[src/rtl/fetch_unit.sv]
// rtl/fetch_unit.sv - Instruction fetch: pc register, imem request and in-order fetch queue toward decode.
// Optional EBREAK halt selected by macro FETCH_EBREAK_HALT_EN.
module fetch_unit #(
    parameter logic [31:0] RESET_PC = 32'h0000_0000,
    parameter int          DEPTH    = 2
) (
    input  logic        clk,
    input  logic        rst_n,
    output logic [31:0] imem_addr,
    input  logic [31:0] imem_rdata,
    input  logic        redirect_valid,
    input  logic [31:0] redirect_pc,
    output logic        instr_valid,
    input  logic        instr_ready,
    output logic [31:0] instr,
    output logic [31:0] instr_pc,
    output logic        halted
);

    localparam int PTR_W = $clog2(DEPTH);
    localparam int CNT_W = PTR_W + 1;

    typedef enum logic {
        ST_RUN  = 1'b0,
        ST_HALT = 1'b1
    } state_t;

    state_t            state_q, state_d;
    logic [31:0]       pc_q, pc_d;
    logic [PTR_W-1:0]  head_q, head_d;
    logic [PTR_W-1:0]  tail_q, tail_d;
    logic [CNT_W-1:0]  count_q, count_d;
    logic [31:0]       ent_pc_q    [DEPTH];
    logic [31:0]       ent_instr_q [DEPTH];
    logic              push;
    logic              pop;

    assign imem_addr   = pc_q;
    assign instr_valid = (count_q != '0);
    assign instr       = instr_valid ? ent_instr_q[head_q] : '0;
    assign instr_pc    = instr_valid ? ent_pc_q[head_q]    : '0;

`ifdef FETCH_EBREAK_HALT_EN
    assign halted = (state_q == ST_HALT);
`else
    assign halted = 1'b0;
`endif

    assign pop  = instr_valid & instr_ready;
    assign push = (state_q == ST_RUN) & ~redirect_valid
                & ((count_q < CNT_W'(DEPTH)) | pop);

    always_comb begin
        state_d = state_q;
        pc_d    = pc_q;
        head_d  = head_q;
        tail_d  = tail_q;
        count_d = count_q;

        if (redirect_valid) begin
            // Redirect wins over any pop/push in the same cycle.
            state_d = ST_RUN;
            pc_d    = redirect_pc & 32'hFFFF_FFFC;
            head_d  = '0;
            tail_d  = '0;
            count_d = '0;
        end else begin
            if (push) begin
                pc_d   = pc_q + 32'd4;
                tail_d = tail_q + PTR_W'(1);
`ifdef FETCH_EBREAK_HALT_EN
                if (imem_rdata == 32'h0010_0073) begin
                    state_d = ST_HALT;
                end
`endif
            end
            if (pop) begin
                head_d = head_q + PTR_W'(1);
            end
            case ({push, pop})
                2'b10:   count_d = count_q + CNT_W'(1);
                2'b01:   count_d = count_q - CNT_W'(1);
                default: count_d = count_q;
            endcase
        end
    end

    always_ff @(posedge clk or negedge rst_n) begin
        if (!rst_n) begin
            state_q <= ST_RUN;
            pc_q    <= RESET_PC;
            head_q  <= '0;
            tail_q  <= '0;
            count_q <= '0;
        end else begin
            state_q <= state_d;
            pc_q    <= pc_d;
            head_q  <= head_d;
            tail_q  <= tail_d;
            count_q <= count_d;
        end
    end

    // Payload storage needs no reset: entries are only visible while counted.
    always_ff @(posedge clk) begin
        if (push) begin
            ent_pc_q[tail_q]    <= pc_q;
            ent_instr_q[tail_q] <= imem_rdata;
        end
    end

endmodule
[config.mk]
export PLATFORM = sky130hd
export DESIGN_NAME = fetch_unit
export DESIGN_NICKNAME = d
export VERILOG_FILES = /design/src/rtl/fetch_unit.sv
export SDC_FILE = /design/constraint.sdc
export NUM_CORES = 1
export LEC_CHECK = 0
export ABC_AREA = 0
export BUFFER_PORTS_ARGS = -buffer_cell sky130_fd_sc_hd__buf_2
export CAP_MARGIN = 15
export CELL_PAD_IN_SITES_DETAIL_PLACEMENT = 1
export CELL_PAD_IN_SITES_GLOBAL_PLACEMENT = 2
export CORE_AREA = 2 2 136 138
export DETAILED_ROUTE_END_ITERATION = 12
export DIE_AREA = 0 0 138 140
export PLACE_DENSITY = 0.84
export REMOVE_ABC_BUFFERS = 1
export SLEW_MARGIN = 5
export SYNTH_ARGS = -nofsm -noshare
export SYNTH_HDL_FRONTEND = slang
export SYNTH_SLANG_ARGS = --single-unit
[constraint.sdc]
create_clock -name clk -period 14.6 [get_ports clk]
set_input_delay 2.19 -clock clk [delete_from_list [all_inputs] [get_ports clk]]
set_output_delay 2.19 -clock clk [all_outputs]
set_load 0.01 [all_outputs]
======== Word level (Yosys, flattened, before mapping) ========
Memories as Yosys holds them, arrays and structs flattened.
Cells that the tools add are included.
Widths: inputs -> output; s select.
word-level totals
  RAM bits ................................ 128
  output and inout port bits .............. 98
  logic and storage cells ................. 34
  flip-flop bits (word level) ............. 36
  memories ................................ 2
  input port bits ......................... 68
operators by class
  muxes and demuxes ....................... 12
  reduce and logical (&&, ||, !) cells .... 4
  order comparisons ....................... 1
  add/sub/neg operators ................... 5
  bitwise operators ....................... 4
  equal/unequal tests ..................... 2
memory list
  memory       depth  width  read ports  clocked after Yosys merged registers in  write ports  RTL line  text
  ent_instr_q  2      32     1           0                                        1            34        logic [31:0] ent_instr_q [DEPTH];
  ent_pc_q     2      32     1           0                                        1            33        logic [31:0] ent_pc_q [DEPTH];
operators with widths
  cell                   count
  $mux 32                4
  $add 32x3->32 const B  1
  $mux 1                 6
  $reduce_bool 2->1      3
  $pmux 2 s2             1
  $reduce_bool 3->1      1
  $add 1x1->1 const B    2
  $add 2x1->2 const B    1
  $and 1x1->1            2
  $eq 2x1->1 const B     1
  $eq 2x2->1 const B     1
  $lt 2x2->1 const B     1
  $mux 2                 1
  $sub 2x1->2 const B    1
  $not 1->1              1
  $or 1x1->1             1

======== Depth between registers and ports, before layout ========
Gate-level depths: netlist of run 1.
  depth after elaboration ................. 7
  depth in mapped cells ................... 7
  depth with buffers taken out ............ 6

======== Least setup slack after synthesis of run 1 ========
Ideal clock, no wire load.
  path kind ............................... input to register
  start point ............................. in redirect_valid
  end point ............................... mem ent_instr_q[0][0], enable pin
  path slack .............................. 6.855 ns
  data arrival time ....................... 7.173 ns
  stages on the path ...................... 3
  required time ........................... 14.029 ns
  setup time .............................. 0.571 ns
  buffers on the path ..................... 2
  path through ............................ clkbuf_1 > clkbuf_1 > nor3b_1
between the ends
  word-level cells in the longest chain between the ends .. 4
ends and longest elaborated chain
  what                          RTL line  text
  start, declared               11        input logic redirect_valid,
  $not 1->1                     50        assign push = (state_q == ST_RUN) & ~redirect_valid
  $and 1x1->1                   51        & ((count_q < CNT_W'(DEPTH)) | pop);
  $mux 1                        106       if (push) begin
  $mux 1 (not written as such)  108       ent_instr_q[tail_q] <= imem_rdata;
  end, declared                 34
Every way passes these cells.

======== Final worst setup path of run 1 ========
  start point ............................. reg count_q[1]
  end point ............................... out instr_valid
between the ends
  word-level cells in the longest chain between the ends .. 1
ends and longest elaborated chain
  what                    RTL line  text
  start, declared         32        logic [CNT_W-1:0] count_q, count_d;
  start signal, assigned  100       count_q <= count_d;
  $reduce_bool 2->1       39        assign instr_valid = (count_q != '0);
  end, declared           13        output logic instr_valid,
Every way passes these cells.

==> run summary, run 1 <==
H-tree depth: 4
Setup violations, final: 0
fraction of layout cells with a size suffix above 1: 33.96%
ys async rst share: 21.52%
RSZ-0062 raised after global routing: no
PwrDens: 136.2 nW/um^2
CTS tree: built
Pins Over Slew Limit: 0
Top Ports: 166
clock skew: 10.87 ps
core area: 17,780 um^2
Crit path required time: 12,410 ps
Worst Path Max Fanout: 38
status: finished, final reports clean
Top Metal Used: met4
switching share of power: 25.32%
drc violations: 0
R2R Path Start: count_q[1]$_DFFE_PN0P_
Netlist cell types: 35
fin crit share: 30.68%
vias in the first global route: 4,504
DP HPWL: 9.921 mm
#FFs+latches synth: 158
worst hold margin: 525.2 ps
Worst R2R End: ent_instr_q[0][9]$_DFFE_PP_
Peak VDD IR: 0.07775 mV
max_cap viols: 0
Final Cell Area: 8197 um^2
met2 WL: 7.878 mm
Tightest Pin Transition: 1130 ps
register area share after synthesis: 68.62%
clock-pin slew on the worst setup and hold paths: 60 ps
latest clock arrival within the worst-skew pair: 420 ps
fmax: 0.2232 GHz
Num Clock Sinks: 158
Int Pwr: 833.5 uW
die area: 19,320 um^2
hold_sp: imem_addr[31]$_DFFE_PN0P_
IO buf count: 158
most area-consuming cells after synthesis: edfxtp_1 56%, dfrtp_1 13%, mux2i_1 9.5%
leakage power: 0.003193 uW
first-pass GRT wire length: 24.25 mm
Reg power frac: 50.2%
Syn-to-layout area delta: 22.95%
top-area cell type share of the netlist area: 55.86%
net load switching power: 282.6 uW
M1 WL: 6.570 mm
syn avg cell area: 14.03 um^2
Post-synth EDFFs: 124
sum of negative setup slack: 0 ps
Setup Buffers After CTS: 0
Pre-Repair DR Iteration Count: 4
Resize count post-CTS: 0
vias: 4,216
Final ANT Viol Nets: 0
Synth Cell Area: 6666 um^2
Inserted Clock Buffers: 17
initial antenna violation count: 0
DP Area: 7641 um^2
CP arrival: 2290 ps
placer congestion estimate: 0.7515
DR WL/cell: 17.56 um
metal3 WL: 582 um
Top FF cell, synth: edfxtp_1
DRT Wirelength: 15.30 mm
Initial Util: 37.49%
Tightest Hold Check Type: register to register
clk buf depth: 2
die height: 140 um
gr ovfl total: 0
min cycle time layout: 4480 ps
Slew headroom: 24.68%
Yosys warning total: 0
Worst R2R Setup Slack: 11,680 ps
diode count: 0
Hold Buf Count CTS: 0
startpoint types: register
largest area contributor in the netlist: edfxtp_1
drt initial violations: 239
Crit. End Element: output port
Overall Global Routing Usage: 16.12%
num rows: 49
proportion of power drawn by the clock network: 37.5%
vias per cell: 4.840
cell count after synthesis: 475
Logic pwr share: 12.3%
hold path depth: 0
largest net degree at the start of global routing: 65
Root Driver: clkbuf_16
die width: 138 um
Hold EP: ent_pc_q[0][31]$_DFFE_PP_
Reg2Reg Depth: 3
nets@finish: 698
final hold violations: 0
kind of critical path: register to output port
## flip-flops by register name (all words and copies together), names as in the netlist
name and flops:
imem_addr 30, ent_pc_q 60, count_q 2, ent_instr_q 64, tail_q 1, head_q 1
## cells in the mapped netlist, drive strengths merged (8+ instances only)
master  number
nor2        71
nand2       38
xnor2       24
nand3        9
dfrtp       34
nor3         9
buf         16
nor4         8
clkbuf      14
edfxtp     124
mux2i       63
o21ai       28
## how the worst max path moves through the flow
stage,slack [ps],from,to
after floorplan,6910,instr_ready,ent_instr_q[0][0]$_DFFE_PP_
after global placement,9830,instr_ready,ent_instr_q[0][11]$_DFFE_PP_
after detailed placement,9740,instr_ready,ent_instr_q[0][11]$_DFFE_PP_
after CTS,10050,count_q[1]$_DFFE_PN0P_,instr_valid
after global routing,9930,count_q[1]$_DFFE_PN0P_,instr_valid
final,10120,count_q[1]$_DFFE_PN0P_,instr_valid
## power by group through the flow
stage               Combinational, uW  Clock, uW  Sequential (uW)
finish                            137        419              560
global route                      153        448              565
CTS                               141        428              561
detailed placement                141          0              570
global placement                  136          0              566
floorplan                        76.2          0              566
## area by class of cell
| class | count | area (um^2) |
|---|---|---|
| fillers | 1868 | 9583 |
| multi-input cells | 285 | 1941 |
| repair buffers | 161 | 813.3 |
| well taps | 229 | 286.5 |
| flip-flops and latches | 158 | 4578 |
| inverters | 6 | 22.52 |
| clock buffers | 18 | 429.2 |
| clock inverters | 14 | 126.4 |
## critical path: stages, from the launching register on
cell and delay (ps):
dfrtp_1 440, nor2_4 550, buf_4 510, inv_1 150, buf_2 170
## cells by family (layout without fill, tap and decap cells)
family,count (synthesis),count (layout),share of synthesized area [%]
adder cells (fa/ha/maj),1,1,0.1877
AO/OA/AOI/OAI,30,30,2.252
buffers and inverters,36,199,2.740
other,1,5,0.05625
flip-flops,158,158,68.62
XOR/XNOR,31,31,4.073
AND/OR/NAND/NOR,153,153,12.28
multiplexers,65,65,9.797
## metal layers
layer | vias up | GRT usage [%]
met4 | 0 | 5.639
met2 | 119 | 28.48
met1 | 2081 | 19.44
met5 | - | 0
li1 | 1996 | -
met3 | 20 | 3.726
## cell usage in the layout, fill, tap and decap left out, types with 2 or more instances in the layout
master / n
a21oi_1: 2
buf_2: 158
o21ai_0: 7
nand2_1: 37
conb_1: 5
nor3_2: 9
o21ai_1: 21
and2_1: 2
clkinvlp_4: 3
mux2i_1: 63
clkbuf_16: 17
inv_1: 6
bufinv_16: 2
mux2_2: 2
xnor2_1: 24
buf_4: 3
nand4_1: 5
nand3_1: 8
and4_1: 2
nor4_2: 7
nor2_1: 70
and3_2: 2
xor2_1: 7
clkinv_1: 4
dfrtp_1: 33
edfxtp_1: 124
clkinv_2: 4
## metrics by stage
step                      util, %  instances  total power, uW  worst slack (ps)
final                       46.10        871             1116             10120
after global routing        46.10        871             1166              9934
after CTS                   46.10        871             1130             10050
after detailed placement    42.98        839            711.1              9737
after global placement      42.98        839            702.7              9828
after floorplan                 -        449            642.2              6913
No activity file was read; power rests on OpenSTA's default activity.
==> run 2: changes to the inputs <==
--- a/config.mk
+++ b/config.mk
@@ -5,15 +5,15 @@
 export SDC_FILE = /design/constraint.sdc
 export NUM_CORES = 1
 export LEC_CHECK = 0
-export ABC_AREA = 0
+export ABC_AREA = 1
 export BUFFER_PORTS_ARGS = -buffer_cell sky130_fd_sc_hd__buf_2
 export CAP_MARGIN = 15
 export CELL_PAD_IN_SITES_DETAIL_PLACEMENT = 1
 export CELL_PAD_IN_SITES_GLOBAL_PLACEMENT = 2
-export CORE_AREA = 2 2 136 138
+export CORE_AREA = 2 2 149 151
 export DETAILED_ROUTE_END_ITERATION = 12
-export DIE_AREA = 0 0 138 140
-export PLACE_DENSITY = 0.84
+export DIE_AREA = 0 0 151 153
+export PLACE_DENSITY = 0.8
 export REMOVE_ABC_BUFFERS = 1
 export SLEW_MARGIN = 5
 export SYNTH_ARGS = -nofsm -noshare
==> constraint.sdc (replaced) <==
create_clock -name clk -period 4.6 [get_ports clk]
set_input_delay 0.69 -clock clk [delete_from_list [all_inputs] [get_ports clk]]
set_output_delay 0.69 -clock clk [all_outputs]
set_load 0.01 [all_outputs]
==> run summary, run 2 <==
Top FF cell, synth: edfxtp_1 (unchanged)
vias per cell: 4.700 (was 4.840)
Overall Global Routing Usage: 17.52% (was 16.12%)
status: finished, final reports clean (unchanged)
core area: 21,490 um^2 (was 17,780 um^2)
top-area cell type share of the netlist area: 53.15% (was 55.86%)
Fillers: 2,499 (was 1,868)
Synth Area in XOR/XNOR: 0.8752% (was 4.073%)
H-tree depth: 4 (unchanged)
Adder-Cell Fraction of Synth Area: 0.1786% (was 0.1877%)
Worst setup startpoint: head_q$_DFFE_PN0P_ (was count_q[1]$_DFFE_PN0P_)
ys async rst share: 21.52% (unchanged)
Root Driver: clkbuf_16 (unchanged)
vias: 5,433 (was 4,216)
DRT Wirelength: 19.73 mm (was 15.30 mm)
Num Clock Sinks: 158 (unchanged)
drt initial violations: 217 (was 239)
syn avg cell area: 9.895 um^2 (was 14.03 um^2)
register area share after synthesis: 65.30% (was 68.62%)
Post-synth EDFFs: 124 (unchanged)
fmax: 0.3287 GHz
RSZ-0062 raised after global routing: no (unchanged)
Synth Area in Simple Gates: 21.29% (was 12.27%)
die area: 23,100 um^2 (was 19,320 um^2)
clock skew: 9.797 ps (was 10.87 ps)
Reg2Reg Depth: 7 (was 3)
multiplexer share of the synthesized area: 0% (was 9.797%)
#FFs+latches synth: 158 (unchanged)
num rows: 54 (was 49)
Yosys warning total: 0 (unchanged)
nets@finish: 931 (was 698)
vias in the first global route: 5,724 (was 4,504)
most frequent cells after synthesis: 252 x nand2_1, 124 x edfxtp_1, 68 x a21oi_1, 51 x nor2_1, 44 x nand3_1 (was 124 x edfxtp_1, 71 x nor2_1, 63 x mux2i_1, 37 x nand2_1, 34 x dfrtp_1)
Setup violations, final: 0 (unchanged)
cell count after synthesis: 708 (was 475)
most common cell after layout, fill and taps aside: nand2_1 (was buf_2)
crit path to: instr[26] (was instr_valid)
clock-pin slew on the worst setup and hold paths: 60 ps (about the same)
Crit path required time: 3910 ps (was 12,410 ps)
initial antenna violation count: 1 (was 0)
latest clock arrival within the worst-skew pair: 420 ps (about the same)
Worst R2R Setup Slack: 2050 ps (was 11,680 ps)
IO buf count: 158 (unchanged)
kind of critical path: register to output port (unchanged)
DP HPWL: 12.99 mm (was 9.921 mm)
post-synthesis compound-gate area fraction: 7.734% (was 2.252%)
Peak VDD IR: 0.2279 mV (was 0.07775 mV)
Setup Buffers After CTS: 0 (unchanged)
gr ovfl total: 0 (unchanged)
final hold violations: 0 (unchanged)
Initial Util: 32.61% (was 37.49%)
startpoint types: register (unchanged)
commonest cells after routing, fill and taps aside: 252 x nand2_1, 158 x buf_2, 124 x edfxtp_1, 68 x a21oi_1, 50 x nor2_1 (was 158 x buf_2, 124 x edfxtp_1, 70 x nor2_1, 63 x mux2i_1, 37 x nand2_1)
placer congestion estimate: 0.8057 (was 0.7515)
Top Ports: 166 (unchanged)
Pre-Repair DR Iteration Count: 4 (unchanged)
sum of negative setup slack: 0 ps (unchanged)
min cycle time layout: 3042 ps
largest area contributor in the netlist: edfxtp_1 (unchanged)
die width: 151 um (was 138 um)
fraction of layout cells with a size suffix above 1: 23.77% (was 33.96%)
first-pass GRT wire length: 30.86 mm (was 24.25 mm)
CTS tree: built (unchanged)
R2R Path Start: count_q[1]$_DFFE_PN0P_ (unchanged)
Worst R2R End: ent_pc_q[0][21]$_DFFE_PP_ (was ent_instr_q[0][9]$_DFFE_PP_)
Hold Buf Count CTS: 0 (unchanged)
Tightest Pin Transition: 1007 ps (was 1130 ps)
count leader, synth: nand2_1 (was edfxtp_1)
Setup Slack @ Placement: 1564 ps (was 9737 ps)
Synth Cell Area: 7005 um^2 (was 6666 um^2)
Resize count post-CTS: 0 (unchanged)
Crit. End Element: output port (unchanged)
most area-consuming cells after synthesis: edfxtp_1 53%, nand2_1 14%, dfrtp_1 12% (was edfxtp_1 56%, dfrtp_1 13%, mux2i_1 9.5%)
Top reg by flops: ent_instr_q (unchanged)
Inserted Clock Buffers: 17 (unchanged)
die height: 153 um (was 140 um)
leakage power: 0.003629 uW (was 0.003193 uW)
max reg flops: 64 (unchanged)
Worst Path Max Fanout: 48 (was 38)
Syn-to-layout area delta: 23.15% (was 22.95%)
Pins Over Slew Limit: 0 (unchanged)
clk buf depth: 2 (unchanged)
drc violations: 0 (unchanged)
Final ANT Viol Nets: 0 (unchanged)
main combinational cell family by area after synthesis: simple AND/OR/NAND/NOR gates (unchanged)
Slew headroom: 32.87% (was 24.68%)
Tightest Hold Check Type: input pin to async pin (was register to register)
CP arrival: 2350 ps (was 2290 ps)
fin crit share: 66.13%
max_cap viols: 0 (unchanged)
largest net degree at the start of global routing: 63 (was 65)
DR WL/cell: 17.07 um (was 17.56 um)
PwrDens: 421.2 nW/um^2 (was 136.2 nW/um^2)
final worst slack: 1558 ps (was 10,120 ps)
Netlist cell types: 34 (was 35)
## run 2: changes by cell type in the layout (fill, tap and decap cells not counted), sizes merged, moves of 24 or more
cell,delta
nand2,+217
mux2i,-63
inv,+38
a21oi,+66
nand3,+35
xnor2,-24
## run 2: cell families after synthesis
| kind of cell | Yosys count |
|---|---|
| adders and majority gates | 1 |
| buffers and inverters | 76 |
| xor gates and xnor gates | 7 |
| and+or+nand+nor | 365 |
| other | 1 |
| DFF | 158 |
| AOI/OAI and AO/OA | 100 |
## run 2: per-layer routing
layer  up-vias  GRT usage [%]  wire (um)
met5         -              0          0
met4         0          5.563        299
met3        20          3.672        822
met2       110          30.65       9869
met1      2627          21.52       8736
li1       2676              -          -
## run 2: power breakdown
| part | switching [uW] | total [uW] | leakage [uW] | internal (uW) |
|---|---|---|---|---|
| clock | 557 | 1310 | 0.000255 | 755 |
| combinational | 351 | 532 | 0.00181 | 181 |
| sequential | 100 | 1790 | 0.00157 | 1690 |
## run 2: worst min-delay path by stage
stage                               from                         to  slack, ps  cells past startpoint
3_5_place_dp   imem_addr[31]$_DFFE_PN0P_  ent_pc_q[1][31]$_DFFE_PP_        570                      0
6_report                           rst_n  imem_addr[22]$_DFFE_PN0P_        370                      1
3_3_place_gp   imem_addr[31]$_DFFE_PN0P_  ent_pc_q[1][31]$_DFFE_PP_        570                      0
2_1_floorplan                      rst_n     count_q[0]$_DFFE_PN0P_        390                      0
5_1_grt                            rst_n  imem_addr[22]$_DFFE_PN0P_        400                      1
4_1_cts                            rst_n  imem_addr[22]$_DFFE_PN0P_        390                      1
## run 2: worst max-delay path, cell delays in order (launching register included)
cell	delay (ps)
dfrtp_2	410
inv_2	690
buf_4	380
nand2_1	70
a21oi_1	160
buf_2	160
## run 2: area by class of cell
cell class | instances | area [um^2] | area share, %
Inverter | 44 | 167.7 | 1.943
Timing Repair Buffer | 163 | 840.8 | 9.746
Multi-Input combinational cell | 478 | 2143 | 24.84
Tap cell | 280 | 350.3 | 4.061
Antenna cell | 1 | 2.502 | 0.02901
Clock inverter | 11 | 96.34 | 1.117
Clock buffer | 21 | 450.4 | 5.221
Sequential cell | 158 | 4576 | 53.04
## run 2: through the flow
stage | std cells | utilization (%) | hold WS, ps | total power [uW] | instance area (um^2)
6_report | 1156 | 40.15 | 367.0 | 3634 | 8627
5_1_grt | 1156 | 40.15 | 401.6 | 3825 | 8627
4_1_cts | 1155 | 40.14 | 390.8 | 3693 | 8625
3_5_place_dp | 1123 | 37.60 | 567.6 | 2367 | 8078
3_3_place_gp | 1123 | 37.60 | 571.8 | 2350 | 8078
2_1_floorplan | 680 | - | 394.4 | 2085 | 6868
==> run 3: changes to the inputs <==
--- a/config.mk
+++ b/config.mk
@@ -5,15 +5,15 @@
 export SDC_FILE = /design/constraint.sdc
 export NUM_CORES = 1
 export LEC_CHECK = 0
-export ABC_AREA = 1
+export ABC_AREA = 0
 export BUFFER_PORTS_ARGS = -buffer_cell sky130_fd_sc_hd__buf_2
 export CAP_MARGIN = 15
 export CELL_PAD_IN_SITES_DETAIL_PLACEMENT = 1
 export CELL_PAD_IN_SITES_GLOBAL_PLACEMENT = 2
-export CORE_AREA = 2 2 149 151
+export CORE_AREA = 2 2 140 142
 export DETAILED_ROUTE_END_ITERATION = 12
-export DIE_AREA = 0 0 151 153
-export PLACE_DENSITY = 0.8
+export DIE_AREA = 0 0 142 144
+export PLACE_DENSITY = 0.79
 export REMOVE_ABC_BUFFERS = 1
 export SLEW_MARGIN = 5
 export SYNTH_ARGS = -nofsm -noshare
==> constraint.sdc (replaced) <==
create_clock -name clk -period 3 [get_ports clk]
set_input_delay 0.45 -clock clk [delete_from_list [all_inputs] [get_ports clk]]
set_output_delay 0.45 -clock clk [all_outputs]
set_load 0.01 [all_outputs]
==> run summary, run 3 (same netlist as run 1, synthesis figures left out) <==
drc violations: 0 (unchanged)
Reg2Reg Depth: 3 (was 7)
Tightest Hold Check Type: input pin to async pin (unchanged)
vias per cell: 4.765 (was 4.700)
Worst R2R End: ent_instr_q[1][14]$_DFFE_PP_ (was ent_pc_q[0][21]$_DFFE_PP_)
final worst slack: 513.7 ps (was 1558 ps)
CP max stage cell: dfrtp_4 (was inv_2)
clock skew: 14.35 ps (was 9.797 ps)
RSZ-0062 raised after global routing: no (unchanged)
Resize count post-CTS: 0 (unchanged)
leakage power: 0.003247 uW (was 0.003629 uW)
status: finished, final reports clean (unchanged)
startpoint types: register (unchanged)
min cycle time layout: 2486 ps
Setup Slack @ Placement: 712.7 ps (was 1564 ps)
CP arrival: 2040 ps (was 2350 ps)
first-pass GRT wire length: 23.81 mm (was 30.86 mm)
Top Ports: 166 (unchanged)
H-tree depth: 4 (unchanged)
Setup violations, final: 0 (unchanged)
most common cell after layout, fill and taps aside: buf_2 (was nand2_1)
IO buf count: 158 (unchanged)
Initial Util: 34.94% (was 32.61%)
register area: 4578 um^2 (was 4576 um^2)
top cell family by delay on the critical path: flip-flops (was buffers and inverters)
drt initial violations: 149 (was 217)
Peak VDD IR: 0.3605 mV (was 0.2279 mV)
fmax: 0.4022 GHz
latest clock arrival within the worst-skew pair: 420 ps (about the same)
PwrDens: 655.2 nW/um^2 (was 421.2 nW/um^2)
vias in the first global route: 4,458 (was 5,724)
Setup Buffers After CTS: 0 (unchanged)
nets@finish: 705 (was 931)
die height: 144 um (was 153 um)
Num Clock Sinks: 158 (unchanged)
Syn-to-layout area delta: 24.64% (was 23.15%)
Final Cell Area: 8309 um^2 (was 8627 um^2)
R2R Path Start: count_q[1]$_DFFE_PN0P_ (unchanged)
CTS tree: built (unchanged)
initial antenna violation count: 0 (was 1)
Top reg by flops: ent_instr_q (unchanged)
DR WL/cell: 17.15 um (was 17.07 um)
Inserted Clock Buffers: 17 (unchanged)
Pre-Repair DR Iteration Count: 4 (unchanged)
Slew headroom: 42.34% (was 32.87%)
Crit path required time: 2550 ps (was 3910 ps)
placer congestion estimate: 0.7240 (was 0.8057)
gr ovfl total: 0 (unchanged)
Crit. End Element: output port (unchanged)
core area: 19,080 um^2 (was 21,490 um^2)
Final ANT Viol Nets: 0 (unchanged)
fin crit share: 82.88%
die area: 20,450 um^2 (was 23,100 um^2)
commonest cells after routing, fill and taps aside: 158 x buf_2, 124 x edfxtp_1, 70 x nor2_1, 63 x mux2i_1, 37 x nand2_1 (was 252 x nand2_1, 158 x buf_2, 124 x edfxtp_1, 68 x a21oi_1, 50 x nor2_1)
Root Driver: clkbuf_16 (unchanged)
CP Cell Sequence: buf_4, mux2i_1, nor2_1, buf_2 (was inv_2, buf_4, nand2_1, a21oi_1, buf_2)
Pins Over Slew Limit: 0 (unchanged)
Hold Buf Count CTS: 0 (unchanged)
fraction of layout cells with a size suffix above 1: 34.88% (was 23.77%)
buffers and inverters on the worst path: 2 (was 3)
DP Area: 7755 um^2 (was 8078 um^2)
final hold violations: 0 (unchanged)
die width: 142 um (was 151 um)
clk buf depth: 2 (unchanged)
Worst R2R Setup Slack: 920 ps (was 2050 ps)
DP HPWL: 10.32 mm (was 12.99 mm)
vias: 4,222 (was 5,433)
diode count: 0 (was 1)
multi-input logic area: 1941 um^2 (was 2143 um^2)
kind of critical path: register to output port (unchanged)
largest net degree at the start of global routing: 63 (unchanged)
max reg flops: 64 (unchanged)
num rows: 51 (was 54)
Fillers: 2,021 (was 2,499)
crit-path max cell delay: 800 ps (was 690 ps)
DRT Wirelength: 15.20 mm (was 19.73 mm)
clock-pin slew on the worst setup and hold paths: 60 ps (about the same)
max_cap viols: 0 (unchanged)
Overall Global Routing Usage: 15.33% (was 17.52%)
Tightest Pin Transition: 864.9 ps (was 1007 ps)
Worst Path Max Fanout: 32 (was 48)
==> run 3: layer usage <==
layer	wire, um	up-vias	track usage [%]
met3	647	9	3.709
li1	-	2011	-
met1	6495	2096	18.20
met5	0	-	0
met4	119	0	4.895
met2	7933	106	27.46
==> run 3: how the worst max path moves through the flow <==
| stage | startpoint | to | slack [ps] | cells past startpoint |
|---|---|---|---|---|
| global placement | instr_ready | ent_instr_q[1][30]$_DFFE_PP_ | 770 | 4 |
| CTS | head_q$_DFFE_PN0P_ | instr[26] | 460 | 4 |
| detailed placement | instr_ready | ent_instr_q[1][30]$_DFFE_PP_ | 710 | 4 |
| floorplan | instr_ready | ent_instr_q[0][0]$_DFFE_PP_ | -2950 | 2 |
| finish | head_q$_DFFE_PN0P_ | instr[14] | 510 | 4 |
| global route | head_q$_DFFE_PN0P_ | instr[12] | 390 | 4 |
==> run 3: through the flow <==
stage	power [uW]	std cells	setup TNS (ps)	hold slack, ps	utilization (%)
after CTS	5533	886	0	159.8	43.55
after global placement	3447	855	0	502.4	40.65
after global routing	5687	886	0	193.0	43.55
after detailed placement	3478	855	0	547.2	40.65
after floorplan	3125	449	-187660	154.4	-
final	5444	886	0	145.3	43.55
==> run 3: final cells by class <==
class,instances,share of cell area [%]
Multi-Input combinational cell,285,23.35
Sequential cell,158,55.10
Clock inverter,13,1.506
Inverter,6,0.2710
Timing Repair Buffer,168,11.02
Clock buffer,18,5.165
Tap cell,238,3.584
==> run 3: power breakdown <==
part / switching [uW] / total, uW / internal, uW
clock: 826 / 2030 / 1210
combinational: 410 / 712 / 302
sequential: 135 / 2700 / 2560
==> run 3: worst reg2reg max path, cell delays in order (launching register included) <==
cell      delay (ps)
dfrtp_1          440
nand2b_1         400
and3b_4          550
buf_4            370
